[config.mk]
export PLATFORM = sky130hd
export DESIGN_NAME = spi_master_ctrl
export DESIGN_NICKNAME = d
export VERILOG_FILES = /design/src/rtl/spi_pkg.sv /design/src/rtl/spi_master_ctrl.sv
export SDC_FILE = /design/constraint.sdc
export NUM_CORES = 1
export LEC_CHECK = 0
export ABC_AREA = 1
export CAP_MARGIN = 15
export CORE_MARGIN = 2
export CORE_UTILIZATION = 35
export CTS_CLUSTER_DIAMETER = 40
export DETAILED_ROUTE_END_ITERATION = 16
export SETUP_SLACK_MARGIN = 0.1
export SLEW_MARGIN = 20
export SYNTH_ARGS = -nofsm -noshare
export SYNTH_HDL_FRONTEND = slang
export SYNTH_SLANG_ARGS = --single-unit
export TNS_END_PERCENT = 20
[constraint.sdc]
create_clock -name clk -period 2.1 [get_ports clk]
set_input_delay 0.42 -clock clk [delete_from_list [all_inputs] [get_ports clk]]
set_output_delay 0.42 -clock clk [all_outputs]
set_load 0.005 [all_outputs]
[src/rtl/spi_pkg.sv]
// Shared SPI definitions: FSM states, command encodings and default widths.
package spi_pkg;

    typedef enum logic [2:0] {
        IDLE  = 3'd0,
        CMD   = 3'd1,
        SHIFT = 3'd2,
        GAP   = 3'd3,
        READ  = 3'd4,
        END   = 3'd5
    } spi_state_e;

    localparam logic [1:0] WR_ADDR = 2'b00;
    localparam logic [1:0] WR_DATA = 2'b01;
    localparam logic [1:0] RD_ADDR = 2'b10;
    localparam logic [1:0] RD_DATA = 2'b11;

    localparam int WORD_W_DEF = 10;
    localparam int DATA_W_DEF = 8;

endpackage

[src/rtl/spi_master_ctrl.sv]
// SPI master: frames a latched command word MSB-first on MOSI and, for
// read-data commands, captures the reply from MISO after a turnaround gap.
// Every output is a flop loaded from the next-state decode.
module spi_master_ctrl
    import spi_pkg::*;
#(
    parameter int WORD_W   = WORD_W_DEF,
    parameter int DATA_W   = DATA_W_DEF,
    parameter int READ_GAP = 2
) (
    input  logic              clk,
    input  logic              rst_n,
    input  logic              start,
    input  logic [WORD_W-1:0] cmd_word,
    output logic              busy,
    output logic              done,
    output logic              rd_valid,
    output logic [DATA_W-1:0] rd_data,
    output logic              ss_n,
    output logic              MOSI,
    input  logic              MISO
);

    spi_state_e        state_q, state_d;
    logic [3:0]        cnt_q, cnt_d;
    logic [WORD_W-1:0] word_q, word_d;
    logic [DATA_W-1:0] rsr_q, rsr_d;
    logic [DATA_W-1:0] rd_data_q, rd_data_d;
    logic              ss_n_q, ss_n_d;
    logic              mosi_q, mosi_d;
    logic              busy_q, busy_d;
    logic              done_q, done_d;
    logic              rd_valid_q, rd_valid_d;

    logic              is_rd_data;
    assign is_rd_data = (word_q[WORD_W-1 -: 2] == RD_DATA);

    // State, counter and datapath registers; reset aborts any frame in flight.
    always_ff @(posedge clk or negedge rst_n) begin
        if (!rst_n) begin
            state_q    <= IDLE;
            cnt_q      <= '0;
            word_q     <= '0;
            rsr_q      <= '0;
            rd_data_q  <= '0;
            ss_n_q     <= 1'b1;
            mosi_q     <= 1'b0;
            busy_q     <= 1'b0;
            done_q     <= 1'b0;
            rd_valid_q <= 1'b0;
        end else begin
            state_q    <= state_d;
            cnt_q      <= cnt_d;
            word_q     <= word_d;
            rsr_q      <= rsr_d;
            rd_data_q  <= rd_data_d;
            ss_n_q     <= ss_n_d;
            mosi_q     <= mosi_d;
            busy_q     <= busy_d;
            done_q     <= done_d;
            rd_valid_q <= rd_valid_d;
        end
    end

    // Next state: one down-counter times SHIFT, GAP and READ.
    always_comb begin
        state_d   = state_q;
        cnt_d     = cnt_q;
        word_d    = word_q;
        rsr_d     = rsr_q;
        rd_data_d = rd_data_q;
        case (state_q)
            IDLE: begin
                if (start) begin
                    word_d  = cmd_word;
                    state_d = CMD;
                end
            end
            CMD: begin
                state_d = SHIFT;
                cnt_d   = 4'(WORD_W - 1);
            end
            SHIFT: begin
                if (cnt_q == 4'd0) begin
                    state_d = is_rd_data ? GAP : END;
                    cnt_d   = 4'(READ_GAP - 1);
                end else begin
                    cnt_d = cnt_q - 4'd1;
                end
            end
            GAP: begin
                if (cnt_q == 4'd0) begin
                    state_d = READ;
                    cnt_d   = 4'(DATA_W - 1);
                end else begin
                    cnt_d = cnt_q - 4'd1;
                end
            end
            READ: begin
                rsr_d = {rsr_q[DATA_W-2:0], MISO};
                if (cnt_q == 4'd0) begin
                    rd_data_d = rsr_d;
                    state_d   = END;
                end else begin
                    cnt_d = cnt_q - 4'd1;
                end
            end
            END:     state_d = IDLE;
            default: state_d = IDLE;
        endcase
    end

    // Output decode from the upcoming state so every pin comes straight off a flop.
    always_comb begin
        ss_n_d     = (state_d == IDLE) || (state_d == END);
        busy_d     = (state_d != IDLE);
        done_d     = (state_d == END);
        rd_valid_d = (state_d == END) && (word_d[WORD_W-1 -: 2] == RD_DATA);
        mosi_d     = 1'b0;
        case (state_d)
            CMD:     mosi_d = word_d[WORD_W-1];
            SHIFT:   mosi_d = word_d[cnt_d];
            default: mosi_d = 1'b0;
        endcase
    end

    assign ss_n     = ss_n_q;
    assign MOSI     = mosi_q;
    assign busy     = busy_q;
    assign done     = done_q;
    assign rd_valid = rd_valid_q;
    assign rd_data  = rd_data_q;

endmodule

==> flow_summary.toml, run 1 <==
[floorplanning]
initial_core_util_pct = 36.7
core_area_sq_um = 4790
dieHeight_um = 74.8
ios = 27
dieArea_sq_um = 5600
die_w_um = 74.8
row_count = 25

[route]
num_vias = 1394
vias_per_cell = 4.37
drc = 0
drt_iter0_drc = 70
wl_per_cell_um = 11.4
wl_um = 3640
ant_nets = 0
dr.pass1.iters = 4

[final_layout]
syn2layout_area_growth_pct = 32.4
fin_nets = 267
drive_above_1_share_pct = 17.9
num-fill-cells = 469
instances_no_fill = 319
num_antenna_cells = 0

[place]
post-place-cells = 308
port-buffer-count = 26
gp_congestion = 0.808
place_hpwl_um = 2720

[global_routing]
grt_remaining_overflow = 0
first_global_vias = 1373
grt_pass1_wl_um = 6190
grt_max_degree = 38
track_usage_pct = 14.5
antenna_found_initial = 0

[synth]
synth_cells = 208
synth_fp_nets = 224
avgSynthCellArea_sq_um = 8.44
ys_warn_count = 0
synth_top_flop_cell = "dfrtp_1"
ys_ff_latch = 37
synth_edf_count = 0
mappedNetlistArea_sq_um = 1760
ys_types = 31
ys_seq_area_share_pct = 52.8
async_flop_share_pct = 100

[sta]
drv_slew = 0
fin_worst_skew_ns = 0.0104
period_needed_ns = 1.87
finalCritPeriodShare_pct = 88.9
worst_pin_slew_ns = 0.459
rsz0062_at_grt = "false"
fin_setup_tns_ns = 0
setup_viol = 0
max_slew_margin_pct = 69.4
finalHoldViolCount = 0
fmax_ghz = 0.536

[clock_network]
cts_max_level = 2
cts_buffer_depth = 2
cts_tree = "yes"
cts_root_buf = "clkbuf_8"
cts_buffers = 5
path_clk_slew_ns = 0.08
clock_sinks = 37
worstSkewPairLatency_ns = 0.29
holdBufCountCts = 0

[pwr]
swShare_pct = 40.6
p_int_mw = 2.06
p_leak_nw = 1.16
pwr-share-comb_pct = 50.9
ir_drop_mv = 0.660
power_density_nw_per_um2 = 1490
seqPwrFrac_pct = 31.8
power_switching_mw = 1.41
clkPwrFrac_pct = 17.3

[critical_path]
rr_endpoint = "MOSI"
crit_type = "flip-flop to flip-flop"
path_common_cell = "nand2_1"
critPathSlowestCell = "dfrtp_1"
worstSetupStartpointType = "flip-flop"
end_kind = "flip-flop"
crit_path_max_incr_delay_ns = 0.41
cp.required_ns = 2.28
path_cells = "inv_2 -> ha_4 -> nand2_2 -> ha_4 -> nand3_2 -> nand3_4 -> nand2_4 -> nand2_1 -> nand2_1 -> nand2_1 -> nand3_1 -> nand3_1 -> nand2_1 -> nand2_1 -> nand2_1"
worstPathArrival_ns = 2.04
ff2ff_path_depth = 15
worst-path-max-fanout = 7
reg2reg_from = "cnt_q[0]"
r2r_slack_ns = 0.23

[status]
outcome = "finished, final reports clean"

[job]
max_cap_violations = 0

[worst_hold_path]
hold_path.class = "primary input to async pin"
-- synthesized netlist by cell type, types with 2 or more instances --
cell type	count	area, sq um
o21ai_0	14	70.1
nand2_2	4	25.0
nand3_1	13	65.1
nor3_1	2	10.0
nand3_2	2	20.0
a21oi_1	2	10.0
nand2_1	71	267
nand4_2	2	25.0
nor2_1	12	45.0
o21ai_1	2	10.0
dfrtp_1	36	901
clkbuf_1	2	7.51
inv_2	2	7.51
inv_1	26	97.6
ha_1	2	25.0
-- layout make-up --
type                       instances  area [sq um]  share of cell area [%]
clock buffer                       6          72.6                    3.12
clock inverter                     2          38.8                    1.67
inverter                          28           105                    4.52
multi-input combinational        139           737                    31.7
sequential                        37           927                    39.9
tap                               67          83.8                    3.61
timing repair buffer              40           360                    15.5
-- how the worst max path moves through the flow --
| stage | startpoint | endpoint |
|---|---|---|
| after floorplan | cnt_q[0] | MOSI |
| after global placement | start | MOSI |
| after detailed placement | start | MOSI |
| after CTS | cnt_q[0] | MOSI |
| after global routing | cnt_q[0] | MOSI |
| final | cnt_q[0] | MOSI |
-- cell families (layout without fill, tap and decap cells) --
logic type | count (synthesis) | count (layout) | synth area share, %
and+or+nand+nor | 113 | 113 | 30.2
DFF | 37 | 37 | 52.8
buffers and inverters | 32 | 76 | 7.48
AOI/OAI and AO/OA | 21 | 21 | 6.42
adders and majority gates | 2 | 2 | 1.43
xor gates and xnor gates | 2 | 2 | 0.998
muxes | 1 | 1 | 0.641
-- critical path, delay by kind of cell (launching register included) --
kind | cells | cell delay [ns]
flops | 1 | 0.41
fa+ha+maj | 2 | 0.40
simple gates | 12 | 0.86
buf+inv | 1 | 0.09
-- layout by cell type (no fill, tap or decap) --
cell / Yosys / final
dfrtp_1: 36 / 36
nor3_1: 2 / 2
nand2_1: 71 / 71
mux2_2: 1 / 1
xor2_1: 1 / 1
buf_2: 0 / 1
inv_2: 2 / 4
nand2_2: 4 / 4
nand4_1: 1 / 1
clkbuf_1: 2 / 1
nand3b_1: 1 / 1
o22ai_1: 1 / 1
nand3_1: 13 / 12
ha_4: 0 / 2
nand2_4: 1 / 1
nor2_2: 0 / 1
xnor2_1: 1 / 1
o2111ai_1: 1 / 1
nor3_2: 1 / 1
o211ai_1: 1 / 1
dfstp_2: 1 / 1
bufinv_16: 0 / 1
o21ai_1: 2 / 2
clkdlybuf4s50_1: 0 / 25
buf_4: 1 / 14
or2_2: 1 / 1
o21ai_0: 14 / 14
clkinv_4: 0 / 1
nor2_1: 12 / 11
a21oi_1: 2 / 2
nand3_4: 0 / 1
nand3_2: 2 / 2
nor2_4: 1 / 1
inv_1: 26 / 24
nand4_2: 2 / 2
clkbuf_8: 0 / 5
nand4_4: 1 / 1
-- what timing repair did --
item / 4_1_cts / 5_1_grt
resized for setup: 0 / 8
setup endpoints to repair: 0 / 1
setup buffers: 0 / 3
-- power by group through the flow --
stage	clock, mW	combinational (mW)	sequential (mW)
finish	0.600	1.77	1.10
global route	0.644	2.03	1.13
CTS	0.619	1.67	1.10
detailed placement	0	1.66	1.11
global placement	0	1.65	1.12
floorplan	0	1.16	1.09
-- metal layers --
layer	vias to the layer above	wire length, um	share of wire, %	GRT usage, %
met5	-	0	0	0
met4	0	33	0.91	4.76
met3	5	174	4.8	4.02
met2	21	1640	45	23.3
met1	627	1800	49	19.2
li1	741	-	-	-
-- sequential cells by signal, indices dropped and copies added (netlist names), 3 cells and up --
name and cells:
cnt_q 4, rd_data 8, rsr_q 7, state_q 3
word_q 10
-- metrics by stage --
step / power (mW) / worst slack [ns] / area, sq um / util [%] / hold WS, ns
after floorplan: 2.24 / 0.206 / 1760 / - / 0.124
after global placement: 2.76 / 0.0471 / 2150 / 44.9 / 0.460
after detailed placement: 2.77 / 0.000528 / 2150 / 44.9 / 0.464
after CTS: 3.39 / 0.127 / 2260 / 47.3 / 0.181
after global routing: 3.81 / 0.103 / 2320 / 48.6 / 0.217
final: 3.47 / 0.233 / 2320 / 48.6 / 0.156
Note: power is estimated with default switching activity, not from simulation.
==> inputs of run 2 (changes only) <==
--- a/config.mk
+++ b/config.mk
@@ -11,6 +11,7 @@
 export CORE_UTILIZATION = 35
 export CTS_CLUSTER_DIAMETER = 40
 export DETAILED_ROUTE_END_ITERATION = 16
+export MAX_ROUTING_LAYER = met4
 export SETUP_SLACK_MARGIN = 0.1
 export SLEW_MARGIN = 20
 export SYNTH_ARGS = -nofsm -noshare
==> flow_summary.toml, run 2 (synthesized netlist as in run 1, its figures left out) <==
[final_layout]
regMostFlops = "word_q"
final_cell_mix = "71 x nand2_1, 36 x dfrtp_1, 25 x clkdlybuf4s50_1"
final_common_cell = "nand2_1"
multi_input_area_sq_um = 737
syn2layout_area_growth_pct = 32.4
num_antenna_cells = 0
largest_register_ff_count = 10
regArea_sq_um = 927
num-fill-cells = 469
utilization_pct = 48.6
instances_no_fill = 319
drive_above_1_share_pct = 17.9
fin_nets = 267

[sta]
fmax_ghz = 0.536
hold-worst-slack_ns = 0.165
drv_slew = 0
finalHoldViolCount = 0
setup_viol = 0
rsz0062_at_grt = "false"
period_needed_ns = 1.87
max_slew_margin_pct = 69.4
worst_pin_slew_ns = 0.459
fin_setup_tns_ns = 0
fin_worst_skew_ns = 0.0116
finalCritPeriodShare_pct = 88.9

[worst_hold_path]
hold_path.class = "primary input to async pin"

[pwr]
ir_drop_mv = 0.663
p_leak_nw = 1.16
power_density_nw_per_um2 = 1490

[floorplanning]
dieHeight_um = 74.8
ios = 27
row_count = 25
initial_core_util_pct = 36.7
die_w_um = 74.8
core_area_sq_um = 4790
dieArea_sq_um = 5600

[critical_path]
worstPathArrival_ns = 2.04
critical_path.endpoint = "MOSI"
worst-path-max-fanout = 7
critPathSlowestCell = "dfrtp_1"
rr_endpoint = "MOSI"
cp.required_ns = 2.28
end_kind = "flip-flop"
ff2ff_path_depth = 15
worstSetupStartpointType = "flip-flop"
crit_type = "flip-flop to flip-flop"
path_cells = "inv_2 -> ha_4 -> nand2_2 -> ha_4 -> nand3_2 -> nand3_4 -> nand2_4 -> nand2_1 -> nand2_1 -> nand2_1 -> nand3_1 -> nand3_1 -> nand2_1 -> nand2_1 -> nand2_1"
path_common_cell = "nand2_1"
r2r_slack_ns = 0.23
crit_path_max_incr_delay_ns = 0.41
startpoint = "cnt_q[0]"
reg2reg_from = "cnt_q[0]"

[status]
outcome = "finished, final reports clean"

[route]
drc = 0
wl_per_cell_um = 11.4
wl_um = 3650
dr.pass1.iters = 4
drt_iter0_drc = 73
num_vias = 1387
ant_nets = 0
vias_per_cell = 4.35

[global_routing]
grt_max_degree = 38
antenna_found_initial = 0
track_usage_pct = 15.0
grt_pass1_wl_um = 6180
first_global_vias = 1374
grt_remaining_overflow = 0

[clock_network]
holdBufCountCts = 0
cts_buffers = 5
cts_root_buf = "clkbuf_8"
cts_max_level = 2
path_clk_slew_ns = 0.07
cts_buffer_depth = 2
worstSkewPairLatency_ns = 0.29
clock_sinks = 37
cts_tree = "yes"

[job]
max_cap_violations = 0

[place]
post-place-cells = 308
port-buffer-count = 26
gp_congestion = 0.820
place_hpwl_um = 2720
run 2: cell counts in the layout (fill, tap and decap cells not counted):
Identical to the previous run, type by type.
run 2: critical path, delay by kind of cell (launching register included):
family | cells | cell delay [ns]
simple gates | 12 | 0.86
flops | 1 | 0.41
fa+ha+maj | 2 | 0.40
buf+inv | 1 | 0.09
run 2: area by class of cell:
class | instances | area share [%]
clock inverters | 2 | 1.67
repair buffers | 40 | 15.5
clock buffers | 6 | 3.12
multi-input cells | 139 | 31.7
flip-flops and latches | 37 | 39.9
well taps | 67 | 3.61
inverters | 28 | 4.52
run 2: worst min-delay path by stage:
stage | startpoint | to | slack, ns
after global placement | word_q[4] | word_q[4] | 0.46
after floorplan | rst_n | MOSI | 0.12
after detailed placement | word_q[6] | word_q[6] | 0.46
after global routing | rst_n | state_q[2] | 0.22
final | rst_n | word_q[3] | 0.17
after CTS | rst_n | state_q[0] | 0.18
run 2: power by group:
| group | internal, mW | switching [mW] | total (mW) |
|---|---|---|---|
| logic | 0.744 | 1.02 | 1.77 |
| clock network | 0.356 | 0.245 | 0.601 |
| registers | 0.961 | 0.143 | 1.10 |
| total | 2.06 | 1.41 | 3.47 |
run 2: per-stage QoR:
| stage | setup slack (ns) | power, mW | area (sq um) |
|---|---|---|---|
| 2_1_floorplan | 0.206 | 2.24 | 1760 |
| 3_3_place_gp | 0.0471 | 2.76 | 2150 |
| 3_5_place_dp | 0.000528 | 2.77 | 2150 |
| 4_1_cts | 0.127 | 3.39 | 2260 |
| 5_1_grt | 0.103 | 3.81 | 2320 |
| 6_report | 0.233 | 3.47 | 2320 |
run 2: what timing repair did:
item,4_1_cts,5_1_grt
buffers inserted,0,3
gates resized for setup,0,8
endpoints found under the setup margin,0,1
run 2: metal layers:
layer | up-vias | global-route usage [%] | part of all wire (%)
li1 | 739 | - | -
met3 | 3 | 3.35 | 3.5
met4 | 0 | 4.76 | 0.69
met1 | 624 | 19.5 | 51
met2 | 21 | 23.4 | 45
met5 | - | - | 0
==> inputs of run 3 (changes only) <==
--- a/config.mk
+++ b/config.mk
@@ -12,8 +12,9 @@
 export CTS_CLUSTER_DIAMETER = 40
 export DETAILED_ROUTE_END_ITERATION = 16
 export MAX_ROUTING_LAYER = met4
+export RECOVER_POWER = 25
 export SETUP_SLACK_MARGIN = 0.1
-export SLEW_MARGIN = 20
+export SLEW_MARGIN = 15
 export SYNTH_ARGS = -nofsm -noshare
 export SYNTH_HDL_FRONTEND = slang
 export SYNTH_SLANG_ARGS = --single-unit
==> flow_summary.toml, run 3 (synthesized netlist as in run 1, its figures left out) <==
[status]
outcome = "finished, final reports clean"

[clock_network]
cts_root_buf = "clkbuf_8"
cts_max_level = 2
clock_sinks = 37
worstSkewPairLatency_ns = 0.29
cts_buffer_depth = 2
path_clk_slew_ns = 0.07
holdBufCountCts = 0
cts_buffers = 5
cts_tree = "yes"

[route]
wl_um = 3640
ant_nets = 0
num_vias = 1387
dr.pass1.iters = 4
vias_per_cell = 4.35
wl_per_cell_um = 11.4
drt_iter0_drc = 73
drc = 0

[global_routing]
grt_pass1_wl_um = 6180
grt_max_degree = 38
first_global_vias = 1374
grt_remaining_overflow = 0
track_usage_pct = 15.0
antenna_found_initial = 0

[pwr]
p_total_mw = 3.47
p_leak_nw = 1.16
ir_drop_mv = 0.663
power_density_nw_per_um2 = 1500

[floorplanning]
die_w_um = 74.8
initial_core_util_pct = 36.7
dieHeight_um = 74.8
ios = 27
core_area_sq_um = 4790
dieArea_sq_um = 5600
row_count = 25

[sta]
fin_setup_tns_ns = 0
fmax_ghz = 0.536
finalHoldViolCount = 0
setup_viol = 0
hold-worst-slack_ns = 0.330
worst_pin_slew_ns = 0.886
period_needed_ns = 1.87
drv_slew = 0
fin_worst_skew_ns = 0.0116
finalCritPeriodShare_pct = 88.9
max_slew_margin_pct = 41.0
rsz0062_at_grt = "false"

[place]
port-buffer-count = 26
place_hpwl_um = 2720
gp_congestion = 0.820

[critical_path]
worst-path-max-fanout = 7
worstSetupStartpointType = "flip-flop"
worstPathArrival_ns = 2.04
end_kind = "flip-flop"
crit_type = "flip-flop to flip-flop"
cp.required_ns = 2.28

[final_layout]
drive_above_1_share_pct = 17.9
syn2layout_area_growth_pct = 32.3
num_antenna_cells = 0
largest_register_ff_count = 10
final_cell_mix = "71 x nand2_1, 36 x dfrtp_1, 25 x clkdlybuf4s50_1"
fin_nets = 267
final_common_cell = "nand2_1"
utilization_pct = 48.5
regMostFlops = "word_q"

[worst_hold_path]
hold_path.class = "primary input to async pin"

[job]
max_cap_violations = 0
-- run 3: final cells by class --
cell class,instances,area (sq um)
fill,470,2460
sequential,37,927
multi-input combinational,139,737
timing repair buffer,40,358
inverter,28,105
tap,67,83.8
clock buffer,6,72.6
clock inverter,2,38.8
-- run 3: per-stage QoR --
| step | instance area [sq um] | cells | worst slack [ns] |
|---|---|---|---|
| after floorplan | 1760 | 208 | 0.206 |
| after global placement | 2150 | 308 | 0.0471 |
| after detailed placement | 2150 | 308 | 0.000528 |
| after CTS | 2260 | 316 | 0.127 |
| after global routing | 2320 | 319 | 0.103 |
| final | 2320 | 319 | 0.233 |
-- run 3: worst paths after layout --
path / start / end / slack, ns / cells past startpoint
max: cnt_q[0] / MOSI / 0.23 / 15
min: rst_n / word_q[3] / 0.33 / 2
max reg2reg: cnt_q[0] / MOSI / 0.23 / 15
min reg2reg: word_q[1] / word_q[1] / 0.48 / 2
max in group asynchronous: rst_n / state_q[1] / 1.21 / 2
min in group clk: word_q[1] / word_q[1] / 0.48 / 2
-- run 3: worst max-delay path: stages (launching register included) --
cell     delay (ns)
dfrtp_1        0.41
inv_2          0.09
ha_4           0.13
nand2_2        0.08
ha_4           0.27
nand3_2        0.08
nand3_4        0.13
nand2_4        0.08
nand2_1        0.08
nand2_1        0.05
nand2_1        0.05
nand3_1        0.08
nand3_1        0.08
nand2_1        0.05
nand2_1        0.05
nand2_1        0.05
-- run 3: per-layer routing --
| metal | global-route usage, % | vias to the layer above | share of wire [%] | wire, um |
|---|---|---|---|---|
| met2 | 23.4 | 21 | 45 | 1650 |
| met5 | - | - | 0 | 0 |
| li1 | - | 739 | - | - |
| met3 | 3.35 | 3 | 3.5 | 128 |
| met1 | 19.5 | 624 | 51 | 1840 |
| met4 | 4.76 | 0 | 0.69 | 25 |
-- run 3: timing repair --
action | 4_1_cts | 5_1_grt
resized for setup | 0 | 8
endpoints found under the setup margin | 0 | 1
buffers inserted | 0 | 3
-- run 3: power by group --
| part | total, mW | internal (mW) | leakage [nW] | switching [mW] |
|---|---|---|---|---|
| sequential | 1.10 | 0.961 | 0.471 | 0.143 |
| combinational | 1.77 | 0.743 | 0.634 | 1.02 |
| clock | 0.601 | 0.356 | 0.0554 | 0.245 |
| total | 3.47 | 2.06 | 1.16 | 1.41 |
